**config.mk**
```make
export PLATFORM = sky130hd
export DESIGN_NAME = full_adder
export DESIGN_NICKNAME = d
export VERILOG_FILES = /design/src/rtl/full_adder_pkg.sv /design/src/rtl/full_adder_cell.sv /design/src/rtl/full_adder.sv
export SDC_FILE = /design/constraint.sdc
export NUM_CORES = 1
export LEC_CHECK = 0
export BUFFER_PORTS_ARGS = -buffer_cell sky130_fd_sc_hd__buf_2
export CAP_MARGIN = 10
export CORE_MARGIN = 4
export CORE_UTILIZATION = 50
export DETAILED_ROUTE_END_ITERATION = 10
export PLACE_DENSITY = 0.76
export REMOVE_ABC_BUFFERS = 1
export SLEW_MARGIN = 25
export SYNTH_ARGS = -nofsm -noshare
export SYNTH_HDL_FRONTEND = slang
export SYNTH_SLANG_ARGS = --single-unit
export TNS_END_PERCENT = 5
```
**constraint.sdc**
```tcl
create_clock -name clk -period 2.4 [get_ports clk]
set_input_delay 0.12 -clock clk [delete_from_list [all_inputs] [get_ports clk]]
set_output_delay 0.12 -clock clk [all_outputs]
set_load 0.05 [all_outputs]
```
**src/rtl/full_adder_pkg.sv**
```systemverilog
// Shared constants for the full_adder slice.
// Defaults for operand width and carry-event counter width.
package full_adder_pkg;

  localparam int DEF_WIDTH = 1;
  localparam int DEF_CNT_W = 16;

endpackage

```
**src/rtl/full_adder_cell.sv**
```systemverilog
// One-bit full adder cell.
// Building block of the ripple chain in full_adder.
module full_adder_cell (
  input  logic a,
  input  logic b,
  input  logic ci,
  output logic s,
  output logic co
);

  assign s  = a ^ b ^ ci;
  assign co = (a & b) | (a & ci) | (b & ci);

endmodule

```
**src/rtl/full_adder.sv**
```systemverilog
// Ripple-carry adder with registered copies of its outputs
// and a saturating count of carry-out events.
module full_adder
  import full_adder_pkg::*;
#(
  parameter int WIDTH = DEF_WIDTH,
  parameter int CNT_W = DEF_CNT_W
) (
  input  logic             clk,
  input  logic             rst,
  input  logic [WIDTH-1:0] A,
  input  logic [WIDTH-1:0] B,
  input  logic             Cin,
  output logic [WIDTH-1:0] S,
  output logic             CarryOut,
  output logic             Ovf,
  output logic [WIDTH-1:0] S_q,
  output logic             CarryOut_q,
  output logic             Ovf_q,
  output logic [CNT_W-1:0] carry_cnt
);

  localparam logic [CNT_W-1:0] CNT_MAX = '1;

  logic [WIDTH:0] c;

  assign c[0] = Cin;

  for (genvar i = 0; i < WIDTH; i++) begin : g_bit
    full_adder_cell u_cell (
      .a  (A[i]),
      .b  (B[i]),
      .ci (c[i]),
      .s  (S[i]),
      .co (c[i+1])
    );
  end

  assign CarryOut = c[WIDTH];
  // Signed overflow: carry into the MSB disagrees with carry out.
  assign Ovf      = c[WIDTH-1] ^ c[WIDTH];

  always_ff @(posedge clk) begin
    if (rst) begin
      S_q        <= '0;
      CarryOut_q <= 1'b0;
      Ovf_q      <= 1'b0;
      carry_cnt  <= '0;
    end else begin
      S_q        <= S;
      CarryOut_q <= CarryOut;
      Ovf_q      <= Ovf;
      if (CarryOut && (carry_cnt != CNT_MAX))
        carry_cnt <= carry_cnt + CNT_W'(1);
    end
  end

endmodule

```
---- Word-level counts from Yosys, hierarchy flattened ----
Index checks and enable logic that the tools add are counted.
cells by class
  equality and inequality tests ........... 1
  add/subtract/negate cells ............... 1
  reductions and logical operators ........ 1
  bitwise logic cells ..................... 8
operators with widths
  operator               number
  $add 16x1->16 const B  1
  $ne 16x16->1 const B   1
  $and 1x1->1            3
  $xor 1x1->1            3
  $or 1x1->1             2
  $logic_and 1x1->1      1
word-level totals
  bits in registers ....................... 19

---- Longest topological paths before layout ----
  depth in word-level cells ............... 4
  depth in mapped cells ................... 6
  mapped depth without buffers ............ 5

---- Modules after synthesis ----
From an unflattened synthesis, not the netlist that was laid out.
unflattened totals
  cell total of the unflattened synthesis .. 101
  area total of the unflattened synthesis .. 925.9 um^2
by module, submodules not included
  module           cells an instance  area each (um^2)  instances
  full_adder       100                905.9             1
  full_adder_cell  1                  20.0              1

---- Least setup slack after synthesis ----
No wires, ideal clock.
  path kind ............................... register to register
  from .................................... reg carry_cnt[0]
  to ...................................... reg carry_cnt[14]
  stages on the path, launching flop included .. 6
  library setup time ...................... 0.070 ns
  required time ........................... 2.330 ns
  data arrival time ....................... 2.184 ns
  setup slack ............................. 0.146 ns
  path through ............................ dfxtp_1 -> ha_1 -> nand3_4 -> or3_4 -> or4_1 -> a21oi_1
between the ends
  cells in the longest elaborated chain, start to end .. 2
ends and longest elaborated chain
  element                                                                RTL line          source
  start: declaration                                                     full_adder.sv:20  output logic [CNT_W-1:0] carry_cnt
  start signal: assignment                                               full_adder.sv:54  carry_cnt <= carry_cnt + CNT_W'(1);
  parallel branches: the longest is 2 deep, another holds $add 16x1->16  n/a
Several ways; the timed one is not identified.
A chain may end at the register's enable or synchronous reset.

---- Final worst setup path ----
Same ends and word-level chain as after synthesis.

==> flow_summary_export.csv <==
group,metric,value,unit
synth,synth_ff_type,"dfxtp_1",
route,drc,0,
clocking,clk_latency,0.29,ns
cells_and_area,drive_gt1_share,28.3,%
floorplanning,die_h,53.1,um
timing,max-slew-margin-rel,67.5,%
synth,avgSynthCellArea,8.63,um^2
global_route,grt_pass1_vias,894,
floorplanning,pin_count,27,
synth,synth-async-reset-ratio,0,%
route,ant_nets,0,
timing,final_max_slew_viol_count,0,
synth,seq_area_frac_synth,37.3,%
timing,min_period,2.04,ns
timing,fmax,489,MHz
place,port_buffers,26,
place,dpl.hpwl,1740,um
global_route,grt_max_degree,30,
synth,synthTopCellsByArea,"dfxtp_1 37%, nor2b_1 4.9%, mux2_2 4.4%, nor2_1 4.1%, a21oi_1 3.9%",
worst_setup_path,path_class,"flop to flop",
clocking,cts_hold_buffers,0,
cells_and_area,layout.nets,153,
pwr,p_int,437,uW
worst_setup_path,r2r-start,"carry_cnt[0]",
timing,finClkSkew,0.00335,ns
synth,synth_edf_count,0,
worst_setup_path,crit_required,2.62,ns
cells_and_area,n_antenna_cell,0,
global_route,grt_pass1_wl,3810,um
flow_run,cap_viol_max_count,0,
timing,hold_viol_final,0,
worst_setup_path,startpoint_type,"flop",
pwr,p_comb_share,23.9,%
synth,synth_cells,118,
worst_setup_path,r2r_slack,0.36,ns
floorplanning,start_util,52.4,%
pwr,switching_share,33.9,%
timing,finalSetupViolations,0,
clocking,ctsResizeCount,0,
global_route,grt_usage,18.1,%
pwr,seqPwrFrac,52.5,%
global_route,grt-ovfl-total,0,
timing,fin_crit_sh,85.1,%
clocking,cts_max_level,1,
timing,rsz0062_at_grt,"false",
floorplanning,row_count,16,
clocking,cts_setup_buffers,0,
clocking,root_buffer,"clkbuf_4",
clocking,cts_tree,"yes",
route,wl,2310,um
route,drt_iter0_drc,10,
status,run_status,"complete, no violations",
route,post_drt_wl_per_cell,13.4,um
synth,synth-warning-count,0,
clocking,cts.sinks,19,
pwr,power.density,554,mW/mm^2
worst_setup_path,critical_path.startpoint,"carry_cnt[0]",
synth,synth_top_area_share,37.3,%
hold_path,min-delay-start,"Cin",
route,vias,992,
timing,whs,0.151,ns
timing,tightest_slew,0.488,ns
pwr,irDropWorstVdd,0.383,mV
pwr,p_leak,0.000464,uW
worst_setup_path,crit_arrival,2.26,ns
clocking,clk_path_buf_depth,2,
clocking,path_clk_slew,0.10,ns
place,finalWeightedCongestion,0.789,
route,vias_per_cell,5.77,
synth,ys_top_cells_by_count,"19 x dfxtp_1, 11 x nor2_1",
floorplanning,die_x,53.1,um
worst_setup_path,crit_fanout,8,
pwr,p_sw,224,uW
clocking,cts_made_buffers,3,
floorplanning,dieArea,0.00282,mm^2
cells_and_area,area_delta_synth_final,17.1,%
synth,synth_top_area_cell,"dfxtp_1",
worst_setup_path,end_kind,"flop",
pwr,power,661,uW
global_route,antenna_found_initial,0,
synth,synth_cell_type_count,37,
pwr,clock_power_share,23.6,%
synth,ys_ff_latch,19,
floorplanning,core,0.00194,mm^2
synth,syn-cell-area,0.00102,mm^2
hold_path,min_path_type,"input pin to flop",
route,first_pass_iters,4,
synth,synth.most_common_cell,"dfxtp_1",
## area by class of cell
cell class,count,area (um^2)
Clock buffer,4,26.3
Fill cell,177,749
Inverter,1,3.75
Multi-Input combinational cell,92,596
Sequential cell,19,380
Tap cell,27,33.8
Timing Repair Buffer,29,153
## critical path, stage by stage, from the launching register on
cell and delay [ns]:
dfxtp_1 0.44, ha_1 0.29, nand3_4 0.13, or3_4 0.44
or4_1 0.52, a21oi_1 0.16
## cell families (layout without fill, tap and decap cells)
logic type | Yosys count | after routing | share of synthesized area, %
AO/OA/AOI/OAI | 18 | 18 | 11.2
XOR/XNOR | 1 | 1 | 0.860
adder cells (fa/ha/maj) | 2 | 2 | 3.19
buffers and inverters | 7 | 34 | 4.18
flip-flops | 19 | 19 | 37.3
multiplexers | 5 | 5 | 5.41
AND/OR/NAND/NOR | 66 | 66 | 37.8
## registers in the layout (all words and copies together), names as in the netlist
name        cells
Ovf_q           1
CarryOut_q      1
carry_cnt      16
S_q             1
## cell usage in the layout (no fill, tap or decap), types with 2 or more instances in the layout
cell type	Yosys	layout
nor4_1	5	5
a211oi_1	2	2
and3_1	2	2
nor3_1	6	6
a21oi_1	8	8
or4_1	2	2
buf_2	1	26
clkbuf_4	0	3
nor2_1	11	11
nor2b_1	8	8
and4_1	2	2
buf_4	0	3
dfxtp_1	19	19
mux2_2	4	4
nand4_1	2	2
nor3b_1	4	4
o31ai_1	3	3
nand3_1	8	8
nand2_1	8	8
## routing by layer
layer / vias up / global-route usage [%] / wire length [um]
met5: - / 0 / 0
met4: 0 / 7.66 / 7
met3: 2 / 3.10 / 105
met2: 24 / 32.0 / 1200
met1: 471 / 21.2 / 997
li1: 495 / - / -
## per-stage QoR
step	TNS (ns)	instances	util (%)	area (um^2)	worst slack [ns]
floorplan	-0.0696	112	-	980	-0.0696
global placement	0	168	60.1	1170	0.496
detailed placement	0	168	60.1	1170	0.368
CTS	0	172	61.4	1190	0.358
global route	0	172	61.4	1190	0.202
finish	0	172	61.4	1190	0.357
## path summary, 6_finish.rpt
path,to,cells past startpoint
worst min-delay path,Ovf_q,3
worst min register to register,carry_cnt[10],2
worst max-delay path,carry_cnt[14],5
worst max register to register,carry_cnt[14],5
## power groups by stage
stage / sequential [uW] / clock, uW / combinational, uW
floorplan: 405 / 0 / 65.8
global placement: 353 / 0 / 154
detailed placement: 355 / 0 / 159
CTS: 347 / 161 / 159
global route: 350 / 171 / 169
finish: 347 / 156 / 158
(Power assumes the default switching activity.)
